===== config.mk =====
export PLATFORM = sky130hd
export DESIGN_NAME = mc_ctrl_fsm_flat
export DESIGN_NICKNAME = d
export VERILOG_FILES = /design/src/rtl/mc_ctrl_fsm_pkg.sv /design/src/rtl/mc_ctrl_fsm_if.sv /design/src/rtl/mc_ctrl_fsm.sv /design/src/flat_wrapper.sv
export SDC_FILE = /design/constraint.sdc
export NUM_CORES = 1
export LEC_CHECK = 0
export CORE_MARGIN = 2
export CORE_UTILIZATION = 48
export DETAILED_ROUTE_END_ITERATION = 12
export PLACE_DENSITY = 0.91
export SKIP_LAST_GASP = 1
export SYNTH_ARGS = -nofsm -noshare
export SYNTH_HDL_FRONTEND = slang
export SYNTH_SLANG_ARGS = --single-unit

===== constraint.sdc =====
create_clock -name CLK -period 4.59 [get_ports CLK]
set_input_delay 1.1475 -clock CLK [delete_from_list [all_inputs] [get_ports CLK]]
set_output_delay 1.1475 -clock CLK [all_outputs]
set_load 0.005 [all_outputs]

===== src/rtl/mc_ctrl_fsm_pkg.sv =====
// Shared encodings for the multicycle RV32I control FSM: opcodes, state codes
// and datapath mux/ALU selects.
package mc_ctrl_fsm_pkg;

    localparam logic [6:0] OP_R      = 7'b0110011;
    localparam logic [6:0] OP_I      = 7'b0010011;
    localparam logic [6:0] OP_LOAD   = 7'b0000011;
    localparam logic [6:0] OP_STORE  = 7'b0100011;
    localparam logic [6:0] OP_BRANCH = 7'b1100011;
    localparam logic [6:0] OP_JAL    = 7'b1101111;
    localparam logic [6:0] OP_JALR   = 7'b1100111;
    localparam logic [6:0] OP_LUI    = 7'b0110111;
    localparam logic [6:0] OP_AUIPC  = 7'b0010111;

    localparam logic [3:0] S_FETCH    = 4'd0;
    localparam logic [3:0] S_DECODE   = 4'd1;
    localparam logic [3:0] S_EX_R     = 4'd2;
    localparam logic [3:0] S_EX_I     = 4'd3;
    localparam logic [3:0] S_EX_LUI   = 4'd4;
    localparam logic [3:0] S_EX_AUIPC = 4'd5;
    localparam logic [3:0] S_EX_B     = 4'd6;
    localparam logic [3:0] S_EX_JAL   = 4'd7;
    localparam logic [3:0] S_EX_JALR  = 4'd8;
    localparam logic [3:0] S_MEM_ADDR = 4'd9;
    localparam logic [3:0] S_MEM_RD   = 4'd10;
    localparam logic [3:0] S_MEM_WR   = 4'd11;
    localparam logic [3:0] S_WB_ALU   = 4'd12;
    localparam logic [3:0] S_WB_MEM   = 4'd13;
    localparam logic [3:0] S_TRAP     = 4'd14;

    localparam logic [1:0] SRCA_PC    = 2'd0;
    localparam logic [1:0] SRCA_RS1   = 2'd1;
    localparam logic [1:0] SRCA_PCOLD = 2'd2;

    localparam logic [1:0] SRCB_RS2   = 2'd0;
    localparam logic [1:0] SRCB_FOUR  = 2'd1;
    localparam logic [1:0] SRCB_IMM   = 2'd2;

    localparam logic [1:0] ALUOP_ADD   = 2'd0;
    localparam logic [1:0] ALUOP_FUNCT = 2'd1;
    localparam logic [1:0] ALUOP_PASSB = 2'd2;

    localparam logic [1:0] WB_ALUOUT = 2'd0;
    localparam logic [1:0] WB_MDR    = 2'd1;
    localparam logic [1:0] WB_PC     = 2'd2;

    function automatic logic [3:0] decode_dispatch(input logic [6:0] op);
        case (op)
            OP_R:              return S_EX_R;
            OP_I:              return S_EX_I;
            OP_LOAD, OP_STORE: return S_MEM_ADDR;
            OP_BRANCH:         return S_EX_B;
            OP_JAL:            return S_EX_JAL;
            OP_JALR:           return S_EX_JALR;
            OP_LUI:            return S_EX_LUI;
            OP_AUIPC:          return S_EX_AUIPC;
            default:           return S_TRAP;
        endcase
    endfunction

    function automatic logic is_mem_wait(input logic [3:0] st);
        return (st == S_FETCH) || (st == S_MEM_RD) || (st == S_MEM_WR);
    endfunction

endpackage


===== src/rtl/mc_ctrl_fsm_if.sv =====
// Control bundle between the multicycle FSM (master) and the RV32I datapath (slave).
interface mc_ctrl_fsm_if;
    import mc_ctrl_fsm_pkg::*;

    logic [6:0] opcode;
    logic       F3_result;
    logic       mem_ready;
    logic       PCWr;
    logic       PColdWr;
    logic       IRWr;
    logic       RegWr;
    logic       MemRd;
    logic       MemWr;
    logic       IorD;
    logic [1:0] ALUSrcA;
    logic [1:0] ALUSrcB;
    logic [1:0] ALUOp;
    logic       PCSrc;
    logic [1:0] WBSel;
    logic       trap;
    logic [3:0] state_o;

    modport master (
        input  opcode, F3_result, mem_ready,
        output PCWr, PColdWr, IRWr, RegWr, MemRd, MemWr, IorD,
               ALUSrcA, ALUSrcB, ALUOp, PCSrc, WBSel, trap, state_o
    );

    modport slave (
        output opcode, F3_result, mem_ready,
        input  PCWr, PColdWr, IRWr, RegWr, MemRd, MemWr, IorD,
               ALUSrcA, ALUSrcB, ALUOp, PCSrc, WBSel, trap, state_o
    );

endinterface


===== src/rtl/mc_ctrl_fsm.sv =====
// Multicycle control FSM for the RV32I core: one instruction at a time, with a
// memory-wait timeout that parks the core in TRAP until reset.
//
// state      | meaning
// FETCH      | read instruction at PC; on mem_ready latch IR, PC_old, PC<=PC+4
// DECODE     | ALUOut <= PC_old+imm, dispatch on opcode
// EX_R/EX_I  | ALU op on rs1 with rs2/imm
// EX_LUI     | ALU passes imm
// EX_AUIPC   | ALU computes PC_old+imm
// EX_B       | PC <= ALUOut when the branch condition holds
// EX_JAL     | rd <= PC, PC <= ALUOut
// EX_JALR    | rd <= PC, PC <= rs1+imm
// MEM_ADDR   | ALU computes rs1+imm
// MEM_RD/WR  | data access at ALUOut, held until mem_ready
// WB_ALU/MEM | write ALUOut / MDR to rd
// TRAP       | illegal opcode or memory timeout, left only by reset
module mc_ctrl_fsm
    import mc_ctrl_fsm_pkg::*;
#(
    parameter int unsigned MEM_TIMEOUT = 255
) (
    input  logic          CLK,
    input  logic          RSTn,
    mc_ctrl_fsm_if.master bus
);

    localparam logic [7:0] TO_LAST = 8'(MEM_TIMEOUT - 1);

    logic [3:0] state_q, state_d;
    logic [7:0] wait_cnt_q;
    logic       mem_waiting;
    logic       timeout_hit;

    logic       pc_wr, pc_old_wr, ir_wr, reg_wr, mem_rd, mem_wr, iord, pc_src;
    logic [1:0] alu_src_a, alu_src_b, alu_op, wb_sel;

    assign mem_waiting = is_mem_wait(state_q) && !bus.mem_ready;
    // mem_ready on the limit cycle is not a waiting cycle, so it completes normally
    assign timeout_hit = mem_waiting && (wait_cnt_q == TO_LAST);

    always_ff @(posedge CLK or negedge RSTn) begin
        if (!RSTn) begin
            state_q    <= S_FETCH;
            wait_cnt_q <= 8'd0;
        end else begin
            state_q    <= state_d;
            wait_cnt_q <= mem_waiting ? wait_cnt_q + 8'd1 : 8'd0;
        end
    end

    always_comb begin
        state_d = state_q;
        case (state_q)
            S_FETCH: begin
                if (bus.mem_ready)    state_d = S_DECODE;
                else if (timeout_hit) state_d = S_TRAP;
            end
            S_DECODE:   state_d = decode_dispatch(bus.opcode);
            S_EX_R, S_EX_I, S_EX_LUI, S_EX_AUIPC:
                        state_d = S_WB_ALU;
            S_EX_B, S_EX_JAL, S_EX_JALR:
                        state_d = S_FETCH;
            S_MEM_ADDR: state_d = bus.opcode[5] ? S_MEM_WR : S_MEM_RD;
            S_MEM_RD: begin
                if (bus.mem_ready)    state_d = S_WB_MEM;
                else if (timeout_hit) state_d = S_TRAP;
            end
            S_MEM_WR: begin
                if (bus.mem_ready)    state_d = S_FETCH;
                else if (timeout_hit) state_d = S_TRAP;
            end
            S_WB_ALU, S_WB_MEM:
                        state_d = S_FETCH;
            S_TRAP:     state_d = S_TRAP;
            default:    state_d = S_TRAP;
        endcase
    end

    always_comb begin
        pc_wr     = 1'b0;
        pc_old_wr = 1'b0;
        ir_wr     = 1'b0;
        reg_wr    = 1'b0;
        mem_rd    = 1'b0;
        mem_wr    = 1'b0;
        iord      = 1'b0;
        pc_src    = 1'b0;
        alu_src_a = SRCA_PC;
        alu_src_b = SRCB_RS2;
        alu_op    = ALUOP_ADD;
        wb_sel    = WB_ALUOUT;
        case (state_q)
            S_FETCH: begin
                mem_rd = 1'b1;
                if (bus.mem_ready) begin
                    ir_wr     = 1'b1;
                    pc_old_wr = 1'b1;
                    pc_wr     = 1'b1;
                    alu_src_b = SRCB_FOUR;
                end
            end
            S_DECODE: begin
                alu_src_a = SRCA_PCOLD;
                alu_src_b = SRCB_IMM;
            end
            S_EX_R: begin
                alu_src_a = SRCA_RS1;
                alu_op    = ALUOP_FUNCT;
            end
            S_EX_I: begin
                alu_src_a = SRCA_RS1;
                alu_src_b = SRCB_IMM;
                alu_op    = ALUOP_FUNCT;
            end
            S_EX_LUI: begin
                alu_src_b = SRCB_IMM;
                alu_op    = ALUOP_PASSB;
            end
            S_EX_AUIPC: begin
                alu_src_a = SRCA_PCOLD;
                alu_src_b = SRCB_IMM;
            end
            S_EX_B: begin
                pc_src = 1'b1;
                pc_wr  = bus.F3_result;
            end
            S_EX_JAL: begin
                reg_wr = 1'b1;
                wb_sel = WB_PC;
                pc_src = 1'b1;
                pc_wr  = 1'b1;
            end
            S_EX_JALR: begin
                reg_wr    = 1'b1;
                wb_sel    = WB_PC;
                alu_src_a = SRCA_RS1;
                alu_src_b = SRCB_IMM;
                pc_wr     = 1'b1;
            end
            S_MEM_ADDR: begin
                alu_src_a = SRCA_RS1;
                alu_src_b = SRCB_IMM;
            end
            S_MEM_RD: begin
                iord   = 1'b1;
                mem_rd = 1'b1;
            end
            S_MEM_WR: begin
                iord   = 1'b1;
                mem_wr = 1'b1;
            end
            S_WB_ALU: reg_wr = 1'b1;
            S_WB_MEM: begin
                reg_wr = 1'b1;
                wb_sel = WB_MDR;
            end
            default: ;
        endcase
    end

    assign bus.PCWr    = pc_wr;
    assign bus.PColdWr = pc_old_wr;
    assign bus.IRWr    = ir_wr;
    assign bus.RegWr   = reg_wr;
    assign bus.MemRd   = mem_rd;
    assign bus.MemWr   = mem_wr;
    assign bus.IorD    = iord;
    assign bus.ALUSrcA = alu_src_a;
    assign bus.ALUSrcB = alu_src_b;
    assign bus.ALUOp   = alu_op;
    assign bus.PCSrc   = pc_src;
    assign bus.WBSel   = wb_sel;
    assign bus.trap    = (state_q == S_TRAP);
    assign bus.state_o = state_q;

endmodule


===== src/flat_wrapper.sv =====
// flat-port wrapper written by rule: the top's interface ports become plain ports
module mc_ctrl_fsm_flat import mc_ctrl_fsm_pkg::*;
#(
    parameter int unsigned MEM_TIMEOUT = 255
)
  (CLK, RSTn, bus_opcode, bus_F3_result, bus_mem_ready, bus_PCWr, bus_PColdWr, bus_IRWr, bus_RegWr, bus_MemRd, bus_MemWr, bus_IorD, bus_ALUSrcA, bus_ALUSrcB, bus_ALUOp, bus_PCSrc, bus_WBSel, bus_trap, bus_state_o);
  mc_ctrl_fsm_if bus_i ();
  input  logic CLK;
  input  logic RSTn;
  input wire logic [$bits(bus_i.opcode)-1:0] bus_opcode;
  input wire logic [$bits(bus_i.F3_result)-1:0] bus_F3_result;
  input wire logic [$bits(bus_i.mem_ready)-1:0] bus_mem_ready;
  output wire logic [$bits(bus_i.PCWr)-1:0] bus_PCWr;
  output wire logic [$bits(bus_i.PColdWr)-1:0] bus_PColdWr;
  output wire logic [$bits(bus_i.IRWr)-1:0] bus_IRWr;
  output wire logic [$bits(bus_i.RegWr)-1:0] bus_RegWr;
  output wire logic [$bits(bus_i.MemRd)-1:0] bus_MemRd;
  output wire logic [$bits(bus_i.MemWr)-1:0] bus_MemWr;
  output wire logic [$bits(bus_i.IorD)-1:0] bus_IorD;
  output wire logic [$bits(bus_i.ALUSrcA)-1:0] bus_ALUSrcA;
  output wire logic [$bits(bus_i.ALUSrcB)-1:0] bus_ALUSrcB;
  output wire logic [$bits(bus_i.ALUOp)-1:0] bus_ALUOp;
  output wire logic [$bits(bus_i.PCSrc)-1:0] bus_PCSrc;
  output wire logic [$bits(bus_i.WBSel)-1:0] bus_WBSel;
  output wire logic [$bits(bus_i.trap)-1:0] bus_trap;
  output wire logic [$bits(bus_i.state_o)-1:0] bus_state_o;
  assign bus_i.opcode = bus_opcode;
  assign bus_i.F3_result = bus_F3_result;
  assign bus_i.mem_ready = bus_mem_ready;
  assign bus_PCWr = bus_i.PCWr;
  assign bus_PColdWr = bus_i.PColdWr;
  assign bus_IRWr = bus_i.IRWr;
  assign bus_RegWr = bus_i.RegWr;
  assign bus_MemRd = bus_i.MemRd;
  assign bus_MemWr = bus_i.MemWr;
  assign bus_IorD = bus_i.IorD;
  assign bus_ALUSrcA = bus_i.ALUSrcA;
  assign bus_ALUSrcB = bus_i.ALUSrcB;
  assign bus_ALUOp = bus_i.ALUOp;
  assign bus_PCSrc = bus_i.PCSrc;
  assign bus_WBSel = bus_i.WBSel;
  assign bus_trap = bus_i.trap;
  assign bus_state_o = bus_i.state_o;
  mc_ctrl_fsm #(.MEM_TIMEOUT(MEM_TIMEOUT)) u_core (.CLK(CLK), .RSTn(RSTn), .bus(bus_i));
endmodule

Word level (Yosys, flattened, before mapping)
Index checks and enable logic that the tools add are counted.
- equality and inequality tests: 24
- muxes and demuxes: 21
- add/subtract/negate cells: 1
- reduce and logical (&&, ||, !) cells: 18
- operator list (operator ; count):
    one-hot mux 4 bit (8 select lines) ; 1
    equality test 4 bit, second input constant ; 7
    one-hot mux 4 bit (7 select lines) ; 1
    equality test 7 x 6 -> 1 bit, second input constant ; 3
    equality test 7 bit, second input constant ; 3
    equality test 4 x 3 -> 1 bit, second input constant ; 4
    two-way mux 4 bit ; 4
    one-hot mux 2 bit (2 select lines) ; 4
    equality test 7 x 5 -> 1 bit, second input constant ; 2
    OR reduction 2 bit ; 7
    OR reduction 4 bit ; 3
    two-way mux 1 bit ; 9
    adder 8 x 1 -> 8 bit, second input constant ; 1
    equality test 4 x 2 -> 1 bit, second input constant ; 2
    equality test 8 bit, second input constant ; 1
    two-way mux 8 bit ; 1
    equality test 7 x 2 -> 1 bit, second input constant ; 1
    OR reduction 6 bit ; 1
    OR reduction 5 bit ; 1
    equality test 4 x 1 -> 1 bit, second input constant ; 1
    logical NOT 4 bit ; 1
    one-hot mux 1 bit (3 select lines) ; 1
    logical AND 1 bit ; 2
    logical OR 1 bit ; 2
    logical NOT 1 bit ; 1
- register bits: 12
- input port bits: 11
- word-level logic and storage cells: 66
- output and inout port bits: 21

Depth between registers and ports, before layout
Gate-level depths: netlist of run 1.
- word-level depth: 8
- mapped depth: 6
- gate-level depth less buffers: 5

Least setup slack after synthesis of run 1
No wires, ideal clock.
- kind: in2out
- start: in bus_mem_ready
- end: out bus_PCWr
- arrival: 1.468 ns
- cell stages on the path: 2
- path slack: 1.975 ns
- path buffers: 0
- required time: 3.443 ns
- cells stage by stage: nor2_1 o41ai_1
- word-level cells in the longest chain between the ends: 2
- ends and longest elaborated chain (element ; RTL line ; source):
    from (decl) ; flat_wrapper.sv:12 ; input wire logic [$bits(bus_i.mem_ready)-1:0] bus_mem_ready;
    two-way mux 1 bit ; mc_ctrl_fsm.sv:95 ; if (bus.mem_ready) begin
    one-hot mux 1 bit (3 select lines) ; mc_ctrl_fsm.sv:92 ; case (state_q)
    to (decl) ; flat_wrapper.sv:13 ; output wire logic [$bits(bus_i.PCWr)-1:0] bus_PCWr;
No other way between the ends.

Worst setup path in the final report of run 1
Same ends and word-level chain as after synthesis.

==> results of run 1 <==
==> tightest hold or removal path: cells and delay by family, from the launching register on <==
kind / cells / cell delay, ns
AND/OR/NAND/NOR: 1 / 0.08
XOR/XNOR: 1 / 0.08
flip-flops: 1 / 0.35
==> Yosys cell counts, drive strengths merged <==
cell type	n	area share [%]
buf	7	5.2
nand3b	1	0.80
or4	1	0.80
o21ai	7	3.7
nand4b	2	1.9
and4	1	0.93
clkbuf	2	0.80
xnor2	4	3.7
nand2	8	3.2
a21boi	1	0.80
nand2b	1	0.67
a311o	1	1.2
a2bb2oi	1	0.93
ha	2	2.7
o211ai	1	0.80
a22o	1	0.93
a221o	1	1.1
and2	1	0.67
nand4	3	2.0
nor2b	2	1.3
or3	2	1.3
o2bb2ai	1	0.93
a211oi	1	0.80
a211o	1	0.93
and3	1	0.67
o31ai	1	0.80
nand3	3	1.6
inv	4	1.6
a21oi	4	2.5
nor3	1	0.53
dfrtp	12	32
mux2i	1	1.1
nor2	22	9.6
o41ai	1	0.93
a21o	1	0.80
nor4b	2	1.9
nor3b	3	2.4
xor2	6	5.6
==> power breakdown <==
part	leakage (nW)	internal, mW	switching [mW]
sequential	0.162	0.124	0.0779
clock	0.0210	0.0484	0.0393
combinational	0.314	0.208	0.121
==> kinds of logic after synthesis <==
logic type / count (synthesis) / synth area share [%]
buffers and inverters: 13 / 7.59
xor gates and xnor gates: 10 / 9.32
AOI/OAI and AO/OA: 23 / 17.2
and+or+nand+nor: 54 / 30.2
muxes: 1 / 1.07
adders and majority gates: 2 / 2.66
DFF: 12 / 32.0
==> how the worst max path moves through the flow <==
stage | start | end | cells past startpoint
6_report | bus_mem_ready | bus_PCWr | 4
5_1_grt | bus_mem_ready | bus_PCWr | 4
4_1_cts | bus_mem_ready | bus_PCWr | 4
3_5_place_dp | bus_mem_ready | bus_PCWr | 4
3_3_place_gp | bus_mem_ready | bus_PCWr | 4
2_1_floorplan | bus_mem_ready | bus_PCWr | 2
==> area by class of cell <==
class | instances | area (um2)
fill | 154 | 638
multi-input combinational | 90 | 568
timing repair buffer | 31 | 310
sequential | 12 | 300
clock buffer | 4 | 36.3
tap | 27 | 33.8
inverter | 4 | 15.0
==> metrics by stage <==
stage          cell area [um2]  worst slack, ns  total power [mW]  hold slack, ns
2_1_floorplan              940             1.97             0.376           0.488
3_3_place_gp              1230            0.874             0.527           0.515
3_5_place_dp              1230            0.864             0.534           0.524
4_1_cts                   1260            0.866             0.621           0.544
5_1_grt                   1260            0.782             0.667           0.582
6_report                  1260            0.865             0.619           0.544
==> state kept, by name, indices dropped and copies added (netlist names) <==
| register | flops |
|---|---|
| u_core.bus.state_o | 4 |
| u_core.wait_cnt_q | 8 |
==> per-layer routing <==
| metal | vias to the layer above | track usage (%) |
|---|---|---|
| li1 | 458 | - |
| met1 | 446 | 24.4 |
| met2 | 20 | 31.8 |
| met3 | 4 | 1.85 |
| met4 | 0 | 11.4 |
| met5 | - | 0 |
==> flow_summary_export.csv, run 1 <==
group,metric,value,unit
hold_path,hold_end,"u_core.wait_cnt_q[5]$_DFF_PN0_",
power_and_ir_drop,leakage,0.497,nW
clock_tree,cts_sinks,12,
clock_tree,clk_pin_slew_worst_paths,0.07,ns
worst_setup_path,r2r-start,"u_core.bus.state_o[3]$_DFF_PN0_",
drt,drtIter0Drc,16,
sta,tns,0,ns
sta,worst_pin_slew,0.613,ns
layout,drive_gt1_share,4.96,%
power_and_ir_drop,powerDensity,490,nW/um2
drt,dr_wl_met2,1.10,mm
grt,grt_pass1_vias,799,
sta,skew,0.00561,ns
worst_setup_path,path_max_fanout,6,
outcome,status,"finished, final reports clean",
synthesis,yosysSeqAreaShare,32.0,%
floorplan,die_x,48.2,um
sta,setup_viol,0,
worst_setup_path,timing.rr.end,"u_core.bus.state_o[1]$_DFF_PN0_",
synthesis,synth_nets,128,
worst_setup_path,worstPathArrival,2.58,ns
hold_path,hold_start,"u_core.wait_cnt_q[5]$_DFF_PN0_",
layout,final_util,66.4,%
synthesis,syn_inst,115,
sta,rsz0062_at_grt,"no",
layout,num-nets-final,155,
drt,via_per_inst,5.52,
drt,met1_length,918,um
drt,dr.pass1.iters,4,
worst_setup_path,critPathBufInv,2,
grt,grt_pass1_wl,3.18,mm
worst_setup_path,path_class,"in -> out",
layout,area_growth,34.5,%
layout,diodes,0,
grt,grt_max_degree,24,
drt,drc,0,
layout,mostFrequentLayoutCells,"clkdlybuf4s50_1, nor2_1, dfrtp_1",
grt,antenna_found_initial,0,
synthesis,synth_area,940,um2
clock_tree,root_buffer,"clkbuf_4",
place,dp_hpwl,1.64,mm
drt,postRouteAntennaNets,0,
drt,highest_layer,"met4",
clock_tree,htreeDepth,1,
worst_setup_path,r2r_cells,4,
floorplan,die_area,2330,um2
worst_setup_path,endpoint_kind,"output pin",
clock_tree,cts_hold_buf,0,
sta,finalCritPeriodShare,81.2,%
synthesis,synthesis.area_per_instance,8.17,um2
sta,slew_headroom,59.1,%
layout,finalNonFillerCells,168,
clock_tree,cts_tree,"built",
sta,finalHoldViolations,0,
worst_setup_path,critPathLaunchType,"input pin",
grt,track_usage,19.3,%
flow_run,cap_violations,0,
drt,dr_wl_met3,58,um
sta,max_freq,268,MHz
hold_path,whs_path_depth,2,
floorplan,initial_utilization,49.4,%
drt,wl_per_cell,12.6,um
worst_setup_path,crit_chain,"clkdlybuf4s50_1, nor2_1, o41ai_1, clkdlybuf4s50_1",
place,io_buffers,31,
synthesis,synth_cell_types,43,
floorplan,rows,16,
worst_setup_path,crit_slowest_cell,"clkdlybuf4s50_1",
drt,drt-total-wl,2.12,mm
worst_setup_path,cp_data_required_time,3.44,ns
clock_tree,ctsResizeCount,0,
drt,num_vias,928,
floorplan,die_y,48.2,um
place,dpl.cell_count,164,
hold_path,hold_path_class,"reg -> reg",
floorplan,core,1900,um2
worst_setup_path,path_delay_family,"buffers and inverters",
worst_setup_path,regToRegSetupSlack,2.73,ns
clock_tree,clock_latency,0.29,ns
synthesis,ys.warnings.count,0,
sta,period_needed,3.73,ns
clock_tree,postCtsSetupBuffers,0,
worst_setup_path,timing.critical_path.mode_cell,"clkdlybuf4s50_1",
clock_tree,clockBufferDepth,2,
clock_tree,numCtsBuffers,3,
power_and_ir_drop,vdd_ir_drop_max,0.331,mV
place,gp_congestion,0.811,
floorplan,io_pins,32,
layout,mostFrequentLayoutCell,"clkdlybuf4s50_1",
sta,slew_violations,0,
grt,grt_remaining_overflow,0,
synthesis,ys_ff_latch,12,
worst_setup_path,cpPeakStageDelay,0.57,ns
(Power assumes the default switching activity.)
==> inputs of run 2 (changes only) <==
- CORE_UTILIZATION: 48 -> 45
- PLACE_DENSITY: 0.91 -> 0.86
- clock period: 4.59 -> 3.9 ns (I/O delays scaled with it)
==> flow_summary_export.csv, run 2 (synthesis gave the netlist of run 1 again) <==
group,metric,value,unit
hold_path,hold_end,"u_core.wait_cnt_q[0]$_DFF_PN0_",
drt,via_per_inst,5.45,
flow_run,cap_violations,0,
clock_tree,htreeDepth,1,
worst_setup_path,timing.critical_path.mode_cell,"clkdlybuf4s50_1",
worst_setup_path,worstPathArrival,2.42,ns
place,dp_hpwl,1.64,mm
worst_setup_path,crit_cells,4,
clock_tree,cts_sinks,12,
grt,grt_pass1_vias,904,
hold_path,whs_path_depth,1,
hold_path,hold_start,"u_core.wait_cnt_q[0]$_DFF_PN0_",
floorplan,io_pins,32,
worst_setup_path,crit_chain,"clkdlybuf4s50_1, nor2_1, o41ai_1, clkdlybuf4s50_1",
clock_tree,ctsResizeCount,0,
power_and_ir_drop,vdd_ir_drop_max,0.346,mV
drt,wl_per_cell,13.2,um
drt,drt-total-wl,2.22,mm
clock_tree,cts_hold_buf,0,
clock_tree,clockBufferDepth,2,
power_and_ir_drop,leakage,0.497,nW
clock_tree,postCtsSetupBuffers,0,
sta,tns,0,ns
layout,largest_register,"u_core.wait_cnt_q",
clock_tree,root_buffer,"clkbuf_4",
worst_setup_path,path_class,"in -> out",
sta,finalCritPeriodShare,87.2,%
worst_setup_path,endpoint_kind,"output pin",
worst_setup_path,cp_data_required_time,2.92,ns
floorplan,die_x,49.7,um
grt,antenna_found_initial,0,
outcome,status,"finished, final reports clean",
worst_setup_path,crit_slowest_cell,"clkdlybuf4s50_1",
grt,grt_remaining_overflow,0,
clock_tree,clock_latency,0.27,ns
worst_setup_path,regToRegSetupSlack,2.00,ns
sta,worst_pin_slew,0.647,ns
worst_setup_path,critPathBufInv,2,
clock_tree,numCtsBuffers,3,
sta,slew_headroom,56.9,%
sta,max_freq,294,MHz
place,dpl.cell_count,164,
layout,area_growth,34.5,%
floorplan,die_area,2470,um2
floorplan,rows,16,
worst_setup_path,r2r-start,"u_core.bus.state_o[3]$_DFF_PN0_",
worst_setup_path,path_delay_family,"buffers and inverters",
hold_path,hold_path_class,"reg -> reg",
clock_tree,cts_tree,"built",
power_and_ir_drop,powerDensity,574,nW/um2
worst_setup_path,r2r_cells,4,
worst_setup_path,cpPeakStageDelay,0.58,ns
place,post-place-ws,0.493,ns
place,io_buffers,31,
layout,diodes,0,
grt,grt_pass1_wl,3.86,mm
worst_setup_path,critPathLaunchType,"input pin",
grt,track_usage,20.0,%
sta,setup_viol,0,
worst_setup_path,timing.rr.end,"u_core.bus.state_o[1]$_DFF_PN0_",
layout,finalNonFillerCells,168,
sta,period_needed,3.40,ns
drt,drtIter0Drc,9,
layout,mostFrequentLayoutCells,"clkdlybuf4s50_1, nor2_1, dfrtp_1",
drt,num_vias,916,
sta,finalHoldViolations,0,
drt,dr.pass1.iters,4,
worst_setup_path,path_max_fanout,6,
grt,grt_max_degree,24,
floorplan,core,1960,um2
sta,slew_violations,0,
place,gp_congestion,0.842,
clock_tree,clk_pin_slew_worst_paths,0.07,ns
sta,finalWorstSetupSlack,0.501,ns
layout,largest_register_ff_count,8,
layout,final_util,64.4,%
layout,num-nets-final,155,
layout,mostFrequentLayoutCell,"clkdlybuf4s50_1",
layout,drive_gt1_share,4.96,%
sta,rsz0062_at_grt,"no",
floorplan,initial_utilization,47.9,%
drt,drc,0,
drt,postRouteAntennaNets,0,
floorplan,die_y,49.7,um
sta,skew,0.00462,ns
-- run 2: how the worst max path moves through the flow --
stage                                    startpoint     endpoint
floorplan           u_core.bus.state_o[3]$_DFF_PN0_  bus_PColdWr
global placement                      bus_mem_ready     bus_PCWr
detailed placement                    bus_mem_ready     bus_PCWr
CTS                                   bus_mem_ready     bus_PCWr
global route                          bus_mem_ready     bus_PCWr
finish                                bus_mem_ready     bus_PCWr
-- run 2: area by class of cell --
type | count | area [um2]
flip-flops and latches | 12 | 300
clock buffers | 4 | 36.3
well taps | 27 | 33.8
inverters | 4 | 15.0
repair buffers | 31 | 310
multi-input cells | 90 | 568
fillers | 185 | 698
-- run 2: per-layer routing --
metal | GRT usage, % | part of all wire, % | vias up
li1 | - | - | 454
met1 | 23.1 | 43 | 437
met2 | 35.3 | 52 | 20
met3 | 2.73 | 2.8 | 5
met4 | 10.6 | 2.1 | 0
met5 | 0 | 0 | -
-- run 2: stage by stage --
| stage | total power [mW] | area [um2] | hold slack (ns) |
|---|---|---|---|
| 2_1_floorplan | 0.442 | 940 | 0.488 |
| 3_3_place_gp | 0.622 | 1230 | 0.513 |
| 3_5_place_dp | 0.632 | 1230 | 0.543 |
| 4_1_cts | 0.731 | 1260 | 0.562 |
| 5_1_grt | 0.784 | 1260 | 0.592 |
| 6_report | 0.726 | 1260 | 0.558 |
-- run 2: power by group --
group	internal (mW)	total (mW)	switching, mW
Sequential	0.146	0.238	0.0924
Clock	0.0568	0.0988	0.0420
Combinational	0.245	0.389	0.144
Total	0.448	0.726	0.278
